==> src/rtl/therm_pkg.sv <==
// Shared constants and helpers for the thermometer-to-binary decoder.
package therm_pkg;

  localparam int N_DEF         = 8;
  localparam int W_DEF         = 2**N_DEF;
  localparam int ERR_CNT_W_DEF = 16;
  localparam logic [ERR_CNT_W_DEF-1:0] ERR_CNT_MAX = '1;

  // popcount accepts words up to POP_MAX_W bits (N <= 10); callers zero-extend.
  localparam int POP_MAX_W = 1024;

  function automatic int popcount(input logic [POP_MAX_W-1:0] v);
    int cnt;
    cnt = 0;
    for (int i = 0; i < POP_MAX_W; i++) begin
      cnt = cnt + int'(v[i]);
    end
    return cnt;
  endfunction

endpackage

==> src/rtl/therm_bubble_fix.sv <==
// Combinational 3-tap majority filter that repairs isolated single-bit bubbles.
// Bit -1 is treated as 1 and bit W as 0, so legal codes pass through unchanged.
// Only instantiated when THERM_BUBBLE_CORRECT_EN is defined.
module therm_bubble_fix
  import therm_pkg::*;
#(
  parameter int W = W_DEF
) (
  input  logic [W-1:0] din,
  output logic [W-1:0] fixed
);

  logic [W+1:0] ext;

  assign ext = {1'b0, din, 1'b1};

  // majority of each bit and its two neighbours
  always_comb begin
    fixed = '0;
    for (int i = 0; i < W; i++) begin
      fixed[i] = (ext[i] & ext[i+1]) | (ext[i+1] & ext[i+2]) | (ext[i] & ext[i+2]);
    end
  end

endmodule

==> src/rtl/therm_2_bin_pipe.sv <==
// Two-stage valid/ready thermometer-to-binary decoder with bubble detection
// and a saturating bubble counter. Defining THERM_BUBBLE_CORRECT_EN adds a
// majority filter ahead of the popcount; detection always uses the raw word.
module therm_2_bin_pipe
  import therm_pkg::*;
#(
  parameter  int N         = N_DEF,
  parameter  int ERR_CNT_W = ERR_CNT_W_DEF,
  localparam int W         = 2**N
) (
  input  logic                 clk,
  input  logic                 reset,
  input  logic                 in_valid,
  output logic                 in_ready,
  input  logic [W-1:0]         din,
  output logic                 out_valid,
  input  logic                 out_ready,
  output logic [N:0]           dout,
  output logic                 bubble_err,
  output logic [ERR_CNT_W-1:0] err_cnt
);

  localparam logic [ERR_CNT_W-1:0] CNT_MAX = '1;

  logic [W-1:0] c;
  logic         e;
  logic         s1_v;
  logic [W-1:0] s1_c;
  logic         s1_e;
  logic         s2_v;
  logic         s1_ready;
  logic         s2_ready;
  logic [N:0]   dout_nxt;

`ifdef THERM_BUBBLE_CORRECT_EN
  therm_bubble_fix #(.W(W)) u_fix (
    .din   (din),
    .fixed (c)
  );
`else
  assign c = din;
`endif

  // a one sitting directly above a zero marks a non-monotonic code
  assign e = |(din[W-1:1] & ~din[W-2:0]);

  assign s2_ready  = ~s2_v | out_ready;
  assign s1_ready  = ~s1_v | s2_ready;
  assign in_ready  = s1_ready;
  assign out_valid = s2_v;

  // ones-count of the stored S1 word, sized to N+1 bits so W itself fits
  always_comb begin
    dout_nxt = (N+1)'(popcount(POP_MAX_W'(s1_c)));
  end

  // stage 1: capture (possibly corrected) word and raw bubble flag
  always_ff @(posedge clk) begin
    if (reset) begin
      s1_v <= 1'b0;
      s1_c <= '0;
      s1_e <= 1'b0;
    end else if (s1_ready) begin
      s1_v <= in_valid;
      if (in_valid) begin
        s1_c <= c;
        s1_e <= e;
      end
    end
  end

  // stage 2: register the binary result and its bubble flag
  always_ff @(posedge clk) begin
    if (reset) begin
      s2_v       <= 1'b0;
      dout       <= '0;
      bubble_err <= 1'b0;
    end else if (s2_ready) begin
      s2_v <= s1_v;
      if (s1_v) begin
        dout       <= dout_nxt;
        bubble_err <= s1_e;
      end
    end
  end

  // count bubbled words at acceptance, holding at full scale
  always_ff @(posedge clk) begin
    if (reset) begin
      err_cnt <= '0;
    end else if (in_valid && s1_ready && e && (err_cnt != CNT_MAX)) begin
      err_cnt <= err_cnt + ERR_CNT_W'(1);
    end
  end

endmodule

==> config.mk <==
export PLATFORM = sky130hd
export DESIGN_NAME = therm_2_bin_pipe
export DESIGN_NICKNAME = d
export VERILOG_FILES = /design/src/rtl/therm_pkg.sv /design/src/rtl/therm_bubble_fix.sv /design/src/rtl/therm_2_bin_pipe.sv
export SDC_FILE = /design/constraint.sdc
export NUM_CORES = 1
export LEC_CHECK = 0
export ABC_AREA = 1
export BUFFER_PORTS_ARGS = -buffer_cell sky130_fd_sc_hd__buf_2
export CAP_MARGIN = 20
export CORE_MARGIN = 3
export CORE_UTILIZATION = 58
export CTS_CLUSTER_DIAMETER = 60
export CTS_CLUSTER_SIZE = 40
export DETAILED_ROUTE_END_ITERATION = 10
export PLACE_DENSITY = 0.77
export SYNTH_ARGS = -nofsm -noshare
export SYNTH_HDL_FRONTEND = slang
export SYNTH_HIERARCHICAL = 1
export SYNTH_SLANG_ARGS = --single-unit
export TNS_END_PERCENT = 20
==> constraint.sdc <==
create_clock -name clk -period 9.35 [get_ports clk]
set_input_delay 0.935 -clock clk [delete_from_list [all_inputs] [get_ports clk]]
set_output_delay 0.935 -clock clk [all_outputs]
set_load 0.1 [all_outputs]
* Yosys cells after proc, flatten, opt, wreduce, memory -nomap -nowiden *
Cells that the tools add are included.

word-level totals
  register bits = 285
  output and inout bits = 28
  word-level logic and storage cells = 276

operators by class
  add/sub/neg operators = 256
  equal/unequal tests = 1
  bitwise operators = 6
  reduce and logical (&&, ||, !) cells = 6

operators with widths
  operator                                                         count
  9-bit by 2-bit adder with 9-bit output                           224
  255-bit AND                                                      1
  255-bit inverter                                                 1
  255-bit OR reduction                                             1
  9-bit by 1-bit adder with 9-bit output                           23
  16-bit by 1-bit adder with 16-bit output, second input constant  1
  16-bit inequality test, second input constant                    1
  8-bit by 1-bit adder with 9-bit output                           1
  7-bit by 1-bit adder with 8-bit output                           1
  6-bit by 1-bit adder with 7-bit output                           1
  5-bit by 1-bit adder with 6-bit output                           1
  4-bit by 1-bit adder with 5-bit output                           1
  3-bit by 1-bit adder with 4-bit output                           1
  2-bit AND reduction                                              2
  2-bit by 1-bit adder with 3-bit output                           1
  1-bit logical AND                                                3
  1-bit by 1-bit adder with 2-bit output                           1
  1-bit inverter                                                   2
  1-bit OR                                                         2

* Depth between registers and ports, before layout *
Gate-level depths: netlist (run 1).

  word-level depth = 255
  gate-level depth with buffers = 31

* Least setup slack after synthesis (run 1) *
Ideal clock, no wire load.

  path kind = reg-to-reg
  from = register s1_c[149]
  to = register dout[8]
  arrival time = 7278 ps
  required time = 9280 ps
  setup slack = 2002 ps
  cell stages (with the launch flop) = 30
  cells stage by stage = dfxtp_1 inv_1 fa_1 inv_1 fa_1 fa_1 inv_1 fa_1 inv_1 fa_1 inv_1 fa_1 inv_1 fa_1 inv_1 fa_1 fa_1 fa_1 fa_1 inv_1 ha_1 inv_1 fa_1 o21ai_1 a21oi_1 o21bai_1 nand2_1 a21oi_1 o21ai_1 a21oi_1

between the ends
  longest elaborated chain between the ends = 107

ends and longest elaborated chain
  item                                                   line                    RTL
  from (decl)                                            therm_2_bin_pipe.sv:28  logic [W-1:0] s1_c;
  from (signal assigned)                                 therm_2_bin_pipe.sv:61  s1_c <= '0;
  from (signal assigned)                                 therm_2_bin_pipe.sv:66  s1_c <= c;
  9-bit by 2-bit adder with 9-bit output (107 in a row)  therm_pkg.sv:16         cnt = cnt + int'(v[i]);
  to (signal assigned)                                   therm_2_bin_pipe.sv:81  dout <= dout_nxt;
  to (decl)                                              therm_2_bin_pipe.sv:18  output logic [N:0] dout,

Every way passes these cells.
A chain may end at the register's enable or synchronous reset.

* Worst setup path after layout (run 1) *
  from = register s1_c[59]
  to = register dout[8]

between the ends
  longest elaborated chain between the ends = 197

ends and longest elaborated chain
  item                                                   line
  9-bit by 2-bit adder with 9-bit output (197 in a row)  therm_pkg.sv:16

Every way passes these cells.

==> results.yml, run 1 <==
synthesis:
  ys_seq_elements: 285
  synth_commonest_cells: "519 x inv_1, 329 x nand2_1, 310 x o21ai_0"
  synth_warnings: 6
  yosysUniqueCellTypes: 31
  synth_edf_count: 0
  synth_ff_type: "dfxtp_1"
  avgSynthCellArea_um2: 7.92
  syn_inst: 2381
  yosys.area.top_type_share: 0.303
  synth-async-reset-ratio: 0
  synth.area.top_cells: "dfxtp_1 30%, fa_1 26%, inv_1 10%"
  synth_largest_area_cell: "dfxtp_1"
  yosysMostFrequentCell: "inv_1"
  syn_area_um2: 18900
  syn-num-nets: 2923
  ys_seq_area_frac: 0.303
clocking:
  cts_root_buffer: "clkbuf_16"
  numCtsBuffers: 27
  ctsHoldBuffers: 0
  cts.sinks: 285
  cts_resized: 0
  clock_latency_ns: 0.55
  tritoncts: "yes"
  cts_max_path_buffers: 3
  htree_num_levels: 1
  clkTransAtPathRegs_ns: 0.08
  cts_setup_buffers: 0
setup_path:
  startpoint: "s1_c[59]"
  crit_type: "reg -> reg"
  r2r_cells: 27
  reg2reg_slack_ns: 1.48
  crit_arrival_ns: 8.35
  cp_max_fo: 2
  critPathRequiredTime_ns: 9.83
  critPathCapture: "dout[8]"
  reg2reg_to: "dout[8]"
  r2r-start: "s1_c[59]"
  crit_path_end_kind: "flip-flop"
  start_kind: "flip-flop"
timing:
  rsz0062_at_grt: "false"
  hold_viol_final: 0
  slew_headroom: 0.289
  setup_tns_ns: 0
  setup_ws_ns: 1.48
  finalCriticalPeriod_ns: 7.87
  max_freq_mhz: 127
  clock_skew_ns: 0.0162
  post-route-period-util: 0.841
  worst_pin_slew_ns: 1.07
  slew_viol_final: 0
  setup-violations-final: 0
finish:
  drive_gt1_frac: 0.144
  nNetsFinal: 3148
  syn_to_final_growth_pct: 13.5
  nFillCells: 2721
floorplan:
  rows: 65
  fp.coreArea_um2: 31800
  initial_core_util: 0.593
  die-area_um2: 34700
  die_h_um: 186
  ioPinCount: 288
  dieWidth_um: 186
global_routing:
  grt_overflow: 0
  grt_pass1_wl_mm: 81.2
  antenna_found_initial: 4
  grt_max_degree: 171
  grt_pass1_vias: 15500
  grt_usage: 0.305
place:
  port_buffers: 287
  hpwl_mm: 42.2
  gp_congestion: 0.906
  place_ws_ns: 1.48
routing:
  via_per_inst: 5.26
  ant_nets: 0
  drc: 0
  drt-wirelength-per-cell_um: 17.3
  firstDrtPassIters: 6
  vias: 16100
  dr.first_iter.drc_count: 1410
  finalWirelength_mm: 53.1
min_path:
  hold_class: "reg -> reg"
status:
  status: "finished clean"
job:
  maxCapViolations: 0
## per-stage QoR
stage | std cells | cell area, um^2 | hold WS (ns) | util
2_1_floorplan | 2381 | 18900 | 0.442 | -
3_3_place_gp | 3012 | 20500 | 0.454 | 0.643
3_5_place_dp | 3012 | 20500 | 0.463 | 0.643
4_1_cts | 3061 | 21400 | 0.481 | 0.673
5_1_grt | 3063 | 21400 | 0.501 | 0.673
6_report | 3063 | 21400 | 0.483 | 0.673
## state kept, by name (all words and copies together), names as in the netlist
register / flops
s1_c: 256
err_cnt: 16
dout: 9
bubble_err: 1
out_valid: 1
s1_e: 1
s1_v: 1
## cells by family after synthesis
kind of cell,share of synthesized area
adder cells (fa/ha/maj),0.284
flip-flops,0.303
AND/OR/NAND/NOR,0.140
AO/OA/AOI/OAI,0.141
XOR/XNOR,0.00325
buffers and inverters,0.130
## placed cells by master, fill, tap and decap left out, drive strengths merged
cell type,netlist,final
a21oi,182,182
buf,29,291
bufinv,0,1
clkbuf,66,30
clkinv,10,12
clkinvlp,0,5
dfxtp,285,285
diode,0,2
fa,242,242
ha,40,40
inv,528,539
nand2,332,332
nand3,25,25
nand3b,2,2
nand4,27,27
nor2,252,252
nor3,5,5
o21ai,348,348
o21bai,1,1
xnor2,1,1
xor2,6,6
## worst max-delay path, cell delays in order (launching register included)
cell and delay [ns]:
dfxtp_1 0.34, fa_1 0.55, inv_1 0.06, fa_1 0.52
inv_1 0.07, fa_1 0.48, inv_1 0.05, fa_1 0.49
inv_1 0.05, fa_1 0.47, inv_1 0.06, fa_1 0.49
fa_1 0.54, fa_1 0.59, fa_1 0.45, fa_1 0.54
fa_1 0.42, inv_1 0.07, ha_1 0.16, inv_1 0.06
fa_1 0.40, o21ai_1 0.22, a21oi_1 0.11, o21bai_1 0.19
nand2_1 0.07, a21oi_1 0.11, o21ai_1 0.08, a21oi_1 0.14
## per-layer routing
metal | vias to the layer above | global-route usage | share of wire
met5 | - | 0 | 0.00032
met4 | 4 | 0.0968 | 0.036
met3 | 104 | 0.0513 | 0.083
met2 | 693 | 0.499 | 0.47
met1 | 7615 | 0.420 | 0.41
li1 | 7686 | - | -
## cell type report
cell class | count | area, um^2 | share of cell area
clock inverter | 19 | 214 | 0.0100
timing repair buffer | 291 | 1470 | 0.0685
clock buffer | 30 | 717 | 0.0335
inverter | 538 | 2030 | 0.0949
multi-input combinational | 1463 | 10700 | 0.501
antenna | 2 | 5.00 | 0.000234
sequential | 285 | 5710 | 0.267
tap | 435 | 544 | 0.0254
## how the worst min path moves through the flow
stage                           end       from  depth (start not counted)  slack, ns
after global placement         s1_e       s1_e                          2       0.45
after global routing      s1_c[111]  s1_c[111]                          2       0.50
after floorplan                s1_e       s1_e                          2       0.44
final                       dout[0]    dout[0]                          2       0.48
after detailed placement       s1_e       s1_e                          2       0.46
after CTS                  s1_c[81]   s1_c[81]                          2       0.48
Power of run 1 is not shown: default switching activity piles up to over one toggle a cycle in this logic, so the estimate is an artifact.
==> run 2, diff against run 1 <==
Clock period 9.35 ns to 7.6 ns, I/O delays scaled along.
==> results.yml, run 2 (synthesis results as in run 1) <==
routing:
  wirelength_met1_mm: 21.7
  via_per_inst: 5.19
  drc: 0
  dr.first_iter.drc_count: 1129
  finalWirelength_mm: 52.6
  top_layer: "met5"
  wl_met3_mm: 4.51
  ant_nets: 0
  firstDrtPassIters: 5
  drt-wirelength-per-cell_um: 17.1
  dr_wl_met2_mm: 24.6
  vias: 16000
timing:
  rsz0062_at_grt: "true"
  max_freq_mhz: 130
  setup-violations-final: 2
  whs_ns: 0.452
  worst_pin_slew_ns: 1.03
  hold_viol_final: 0
  slew_headroom: 0.313
  post-route-period-util: 1.01
  finalCriticalPeriod_ns: 7.70
  slew_viol_final: 0
  setup_ws_ns: -0.0979
  clock_skew_ns: 0.00957
finish:
  largest_reg_flops: 256
  syn_to_final_growth_pct: 14.1
  drive_gt1_frac: 0.153
  final_common_cell: "inv_1"
  most-common-layout-cells: "517 x inv_1, 328 x nand2_1, 309 x o21ai_0"
  reg_top3: "s1_c (256), err_cnt (16), dout (9)"
  top_register: "s1_c"
  nNetsFinal: 3159
setup_path:
  cp_top_family: "adder cells"
  cp_common_cell: "fa_1"
  r2r-start: "s1_c[149]"
  reg2reg_slack_ns: -0.1
  critPathRequiredTime_ns: 8.10
  crit_path_end_kind: "flip-flop"
  startpoint: "s1_c[149]"
  slowest_stage: "fa_1"
  crit_arrival_ns: 8.20
  cp_max_fo: 2
  reg2reg_to: "dout[8]"
  start_kind: "flip-flop"
  max_stage_delay_ns: 0.54
  crit_cells: 29
  r2r_cells: 29
  crit_buf_inv: 9
  crit_type: "reg -> reg"
  critPathCapture: "dout[8]"
clocking:
  cts_root_buffer: "clkbuf_16"
  clock_latency_ns: 0.57
  ctsHoldBuffers: 0
  numCtsBuffers: 27
  clkTransAtPathRegs_ns: 0.08
  cts_max_path_buffers: 3
  tritoncts: "yes"
  cts.sinks: 285
  htree_num_levels: 1
global_routing:
  grt_usage: 0.299
  antenna_found_initial: 3
  grt_max_degree: 173
  grt_pass1_vias: 15300
  grt_overflow: 0
  grt_pass1_wl_mm: 79.8
place:
  hpwl_mm: 41.8
  port_buffers: 287
  gp_congestion: 0.887
job:
  maxCapViolations: 0
floorplan:
  initial_core_util: 0.593
  dieWidth_um: 186
  rows: 65
  ioPinCount: 288
  fp.coreArea_um2: 31800
  die_h_um: 186
  die-area_um2: 34700
status:
  violations: "negative setup slack"
  status: "finished, violations left"
min_path:
  hold_class: "in -> reg"
==> run 2: worst min path at each step <==
| stage | start | end | depth (start not counted) |
|---|---|---|---|
| after floorplan | s1_e | s1_e | 2 |
| after global placement | s1_e | s1_e | 2 |
| after detailed placement | s1_e | s1_e | 2 |
| after CTS | din[129] | s1_c[129] | 3 |
| after global routing | din[125] | s1_c[125] | 3 |
| final | din[129] | s1_c[129] | 3 |
==> run 2: layout make-up <==
type	count	area (um^2)
Antenna cell	4	10.0
Clock buffer	29	703
Clock inverter	21	208
Fill cell	2686	10300
Inverter	538	2030
Multi-Input combinational cell	1463	10800
Sequential cell	285	5710
Tap cell	435	544
Timing Repair Buffer	302	1550
==> run 2: metrics by stage <==
stage | utilization | instance area [um^2] | setup WS (ns) | cells | TNS [ns]
floorplan | - | 18900 | 0.252 | 2381 | 0
detailed placement | 0.646 | 20500 | -0.212 | 3022 | -0.465
global route | 0.676 | 21500 | -0.347 | 3075 | -1.40
CTS | 0.675 | 21500 | -0.0942 | 3073 | -0.237
finish | 0.676 | 21500 | -0.0979 | 3077 | -0.158
global placement | 0.646 | 20500 | -0.128 | 3022 | -0.211
==> run 2: metal layers <==
metal | up-vias | global-route usage
met3 | 100 | 0.0578
met2 | 631 | 0.480
li1 | 7703 | -
met1 | 7546 | 0.411
met5 | - | 0
met4 | 2 | 0.102
==> run 2: worst register-to-register path: cells and delay by family, from the launching register on <==
| kind | cells | cell delay [ns] |
|---|---|---|
| adders and majority gates | 13 | 5.96 |
| AOI/OAI and AO/OA | 6 | 0.76 |
| buffers and inverters | 9 | 0.52 |
| DFF | 1 | 0.31 |
| and+or+nand+nor | 1 | 0.07 |
==> run 2: repair_timing <==
action                                  in CTS  in global routing
endpoints found under the hold margin        0                  0
endpoints found under the setup margin       5                  6
gates resized for setup                      4                 10
pin swaps                                    7                 11
setup buffers                                1                  0
Power of run 2 is left out for the same reason.
